===== config.mk =====
export PLATFORM = sky130hd
export DESIGN_NAME = spi_master_sck_ctrl
export DESIGN_NICKNAME = d
export VERILOG_FILES = /design/src/rtl/spi_pkg.sv /design/src/rtl/spi_tx_shifter.sv /design/src/rtl/spi_master_sck_ctrl.sv
export SDC_FILE = /design/constraint.sdc
export NUM_CORES = 1
export LEC_CHECK = 0
export CAP_MARGIN = 40
export CORE_MARGIN = 4
export CORE_UTILIZATION = 52
export CTS_CLUSTER_DIAMETER = 120
export DETAILED_ROUTE_END_ITERATION = 8
export PLACE_DENSITY_LB_ADDON = 0.12
export SLEW_MARGIN = 25
export SYNTH_ARGS = -nofsm -noshare
export SYNTH_HDL_FRONTEND = slang
export SYNTH_SLANG_ARGS = --single-unit

===== constraint.sdc =====
create_clock -name clk -period 2.3 [get_ports clk]
set_input_delay 0.345 -clock clk [delete_from_list [all_inputs] [get_ports clk]]
set_output_delay 0.345 -clock clk [all_outputs]
set_load 0.01 [all_outputs]

===== src/rtl/spi_pkg.sv =====
// spi_pkg: shared state encoding and counter sizing for the SPI master controller
package spi_pkg;
  typedef enum logic [2:0] {IDLE, SETUP, SCK_HI, SCK_LO, HOLD, GAP} state_t;
  function automatic int cnt_w(input int a, input int b, input int c);
    int m;
    m = a > b ? a : b;
    m = m > c ? m : c;
    return $clog2(m);
  endfunction
endpackage


===== src/rtl/spi_tx_shifter.sv =====
// spi_tx_shifter: parallel-load, MSB-first shift register with registered mosi
module spi_tx_shifter #(
  parameter int DATA_LEN = 8
) (
  input  logic                clk,
  input  logic                rst,
  input  logic                load,
  input  logic                shift,
  input  logic                clr,
  input  logic [DATA_LEN-1:0] din,
  output logic                mosi
);
  logic [DATA_LEN-1:0] shreg;
  always_ff @(posedge clk or posedge rst)
    if (rst) begin
      shreg <= '0;
      mosi  <= 1'b0;
    end else if (load) shreg <= din;
    else if (shift) begin
      mosi  <= shreg[DATA_LEN-1];
      shreg <= {shreg[DATA_LEN-2:0], 1'b0};
    end else if (clr) mosi <= 1'b0;
endmodule


===== src/rtl/spi_master_sck_ctrl.sv =====
// spi_master_sck_ctrl: SPI mode-1 transaction controller driving sck, cs_n, mosi and rx_en
module spi_master_sck_ctrl
  import spi_pkg::*;
#(
  parameter int DATA_LEN = 8,
  parameter int CLK_DIV  = 4,
  parameter int CS_SETUP = 2,
  parameter int CS_HOLD  = 3
) (
  input  logic                clk,
  input  logic                rst,
  input  logic                tx_valid,
  input  logic [DATA_LEN-1:0] tx_data,
  output logic                tx_ready,
  output logic                sck,
  output logic                cs_n,
  output logic                mosi,
  output logic                rx_en,
  output logic                busy,
  output logic                done
);
  localparam int DW = cnt_w(CLK_DIV, CS_SETUP, CS_HOLD);
  localparam int BW = $clog2(DATA_LEN + 1);
  state_t state;
  logic [DW-1:0] div_cnt;
  logic [BW-1:0] bit_cnt;
  logic dz, last, load, shift, clr;
  assign dz       = div_cnt == '0;
  assign last     = bit_cnt == BW'(DATA_LEN);
  assign load     = state == IDLE && tx_valid;
  assign shift    = dz && (state == SETUP || (state == SCK_LO && !last));
  assign clr      = dz && state == HOLD;
  assign tx_ready = state == IDLE;
  assign busy     = state != IDLE;
  spi_tx_shifter #(.DATA_LEN(DATA_LEN)) u_shift (
    .clk(clk), .rst(rst), .load(load), .shift(shift), .clr(clr), .din(tx_data), .mosi(mosi)
  );
  always_ff @(posedge clk or posedge rst)
    if (rst) begin
      state   <= IDLE;
      div_cnt <= '0;
      bit_cnt <= '0;
      sck     <= 1'b0;
      cs_n    <= 1'b1;
      rx_en   <= 1'b0;
      done    <= 1'b0;
    end else begin
      if (!dz) div_cnt <= div_cnt - 1'b1;
      case (state)
        IDLE: if (tx_valid) begin
          cs_n    <= 1'b0;
          rx_en   <= 1'b1;
          div_cnt <= DW'(CS_SETUP - 1);
          state   <= SETUP;
        end
        SETUP, SCK_LO: if (dz) begin
          if (shift) begin
            sck     <= 1'b1;
            bit_cnt <= bit_cnt + 1'b1;
            div_cnt <= DW'(CLK_DIV - 1);
            state   <= SCK_HI;
          end else begin
            bit_cnt <= '0;
            div_cnt <= DW'(CS_HOLD - 1);
            state   <= HOLD;
          end
        end
        SCK_HI: if (dz) begin
          sck     <= 1'b0;
          div_cnt <= DW'(CLK_DIV - 1);
          state   <= SCK_LO;
        end
        HOLD: if (dz) begin
          cs_n  <= 1'b1;
          rx_en <= 1'b0;
          done  <= 1'b1;
          state <= GAP;
        end
        GAP: begin
          done  <= 1'b0;
          state <= IDLE;
        end
        default: state <= IDLE;
      endcase
    end
endmodule


==> impl_metrics.toml <==
[synth]
most_common_flop_cell_mapped_by_yosys = "dfrtp_1"
async_flop_share = 1.00
syn_area_um2 = 1140
post_synth.cell_area_avg_um2 = 10.1
synth_top_cells_by_area = "dfrtp_1 46%, ha_1 5.5%, o21ai_0 5.3%"
synth_sequential_area_ratio = 0.485
number_of_distinct_library_cell_variants_in_the_gate_level_netlist_after_synthesis = 38
synth.cells.most_frequent = "21 x dfrtp_1, 12 x o21ai_0, 11 x inv_1"
yosys.area.top_type_share = 0.462
synth_top_area_cell = "dfrtp_1"
synth_cells = 113
ys_warn_count = 0
yosys_register_bits = 22
synth_nets = 129
synth-edff-count = 0
post-synth-top-count-cell = "dfrtp_1"

[route]
drt-wirelength-per-cell_um = 13.9
detailedRoute.firstIterationViolations = 20
average_vias_per_placed_instance = 5.57
final_antenna_net_count = 0
routed_wl_mm = 2.18
detailed_route_drc_error_count = 0
detailedRoute.firstPassIterationCount = 4
vias_after_detailed_routing = 874

[critical_path]
rr_worst_depth = 5
timing.critical_path.to_type = "output port"
timing.critical_path.from_type = "flop"
timing.critical_path.cells = "nor3_1 > clkdlybuf4s50_1"
r2r_start = "div_cnt[0]$_DFF_PP0_"
rr_endpoint = "u_shift.shreg[7]$_DFFE_PP0P_"
crit_arrival_ns = 1.72
critPathMaxStageDelay_ns = 0.58
timing.critical_path.fanout_max = 16
path_buf_inv = 1
crit_family = "buffers and inverters"
criticalPathCategory = "flop to output port"
slowest_stage = "clkdlybuf4s50_1"
timing.critical_path.required_ns = 1.96
regToRegSetupSlack_ns = 0.46

[floorplan]
die_area_um2 = 3000
rows = 16
fp.dieH_um = 54.8
fp.dieW_um = 54.8
core_area_um2 = 2020
io_pins = 18
starting_density = 0.563

[cts]
clock_tree_from_tritoncts = "built"
post-cts-setup-buffers = 0
ctsHoldBuffers = 0
numCtsBuffers = 3
clkSlewWorstSetupHoldPaths_ns = 0.12
clkLatencyLatePin_ns = 0.30
cells_resized_by_post_cts_repair = 0
clock_sink_count = 22
clock_tree.root_cell = "clkbuf_4"
cts_htree_levels = 1
clock_path_buffers = 2

[placed_design]
globalplace.congestion = 0.753
buffer_ports.inserted = 17
dp_hpwl_mm = 1.62

[sta]
fin_tns_setup_ns = 0
finalSetupViolations = 0
hold-worst-slack_ns = 0.303
fmax_ghz = 0.485
slew_headroom = 0.697
max_slew.worst_pin.slew_ns = 0.455
final_critical_path_share_of_the_clock_period = 0.897
drv_slew = 0
timing_hold_violations_final = 0
final_period_minus_worst_setup_slack_ns = 2.06
unrepaired_setup_endpoints_after_global_routing = "no"
timing.clock.skew_ns = 0.00321

[flow_run]
drv.max_cap_violation_count = 0

[min_path]
hold_path.class = "input pin to asynchronous set/reset pin"

[layout]
postLayoutCoreUtil = 0.673
final_nets = 147
count_of_antenna_diodes_in_the_layout = 0
area_growth_syn_to_layout_pct = 19.6
fill_cells = 158
drive_above_1_share = 0.0769

[global_route]
first_global_vias = 832
grt_pass1_wl_mm = 3.80
maximum_number_of_pins_on_one_net_before_global_route_repair = 17
grt_overflow_total = 0
globalRouteTotalUtil = 0.175
grt_antenna_before_repair = 0

[pwr]
power_density_nw_per_um2 = 468
standby_leakage_power_nw = 0.589
worst_case_vdd_ir_drop_v = 0.000351

[status]
status = "complete, no violations"
-- worst max path at each step --
stage | startpoint | end | slack, ns | cells after the start
after floorplan | div_cnt[0]$_DFF_PP0_ | u_shift.shreg[1]$_DFFE_PP0P_ | 0.55 | 8
after global placement | tx_valid | u_shift.shreg[3]$_DFFE_PP0P_ | 0.54 | 4
after CTS | state[2]$_DFFE_PP0P_ | tx_ready | 0.21 | 2
after detailed placement | div_cnt[0]$_DFF_PP0_ | u_shift.mosi$_DFFE_PP0P_ | 0.48 | 5
final | state[2]$_DFFE_PP0P_ | tx_ready | 0.24 | 2
after global routing | state[2]$_DFFE_PP0P_ | tx_ready | 0.06 | 2
-- registers in the layout (all words and copies together), names as in the netlist --
signal,cells
done,1
bit_cnt,4
u_shift.shreg,8
sck,1
rx_en,1
cs_n,1
state,3
u_shift.mosi,1
div_cnt,2
-- per-stage QoR --
step | power (mW) | instance area [µm²] | std cells | setup WS, ns
2_1_floorplan | 0.410 | 1140 | 113 | 0.555
3_3_place_gp | 0.435 | 1320 | 153 | 0.541
3_5_place_dp | 0.437 | 1320 | 153 | 0.481
4_1_cts | 0.646 | 1360 | 157 | 0.211
5_1_grt | 0.666 | 1360 | 157 | 0.0630
6_report | 0.637 | 1360 | 157 | 0.237
-- cells by family after synthesis --
kind of cell,after synthesis,synth area share
AND/OR/NAND/NOR,36,0.184
AO/OA/AOI/OAI,31,0.193
buffers and inverters,17,0.0649
multiplexers,2,0.0187
adder cells (fa/ha/maj),5,0.0550
flip-flops,22,0.485
-- metal layers --
metal,share of wire,routed length (µm),track usage
met4,0.0037,8,0.0622
met2,0.47,1020,0.270
met5,0,0,0
met1,0.49,1070,0.246
met3,0.035,76,0.0272
-- power breakdown --
group,switching [mW],total (mW),internal [mW]
combinational,0.0147,0.0366,0.0219
clock,0.111,0.208,0.0964
sequential,0.00174,0.392,0.390
-- cell type report --
cell class | count | area [µm²] | area share
sequential | 22 | 552 | 0.406
multi-input combinational | 74 | 512 | 0.376
clock buffer | 4 | 36.3 | 0.0267
timing repair buffer | 19 | 185 | 0.136
inverter | 11 | 41.3 | 0.0304
tap | 27 | 33.8 | 0.0248
-- cell usage in the layout (no fill, tap or decap), drive strengths merged, types with 5 or more instances in the layout --
master         synthesis  routed
clkdlybuf4s50          0      17
inv                   11      11
nand2                  7       7
and2                   6       6
o21ai                 12      12
dfrtp                 21      21
a221o                  5       5
ha                     5       5
nor2                   6       6
No activity file was read; power rests on OpenSTA's default activity.
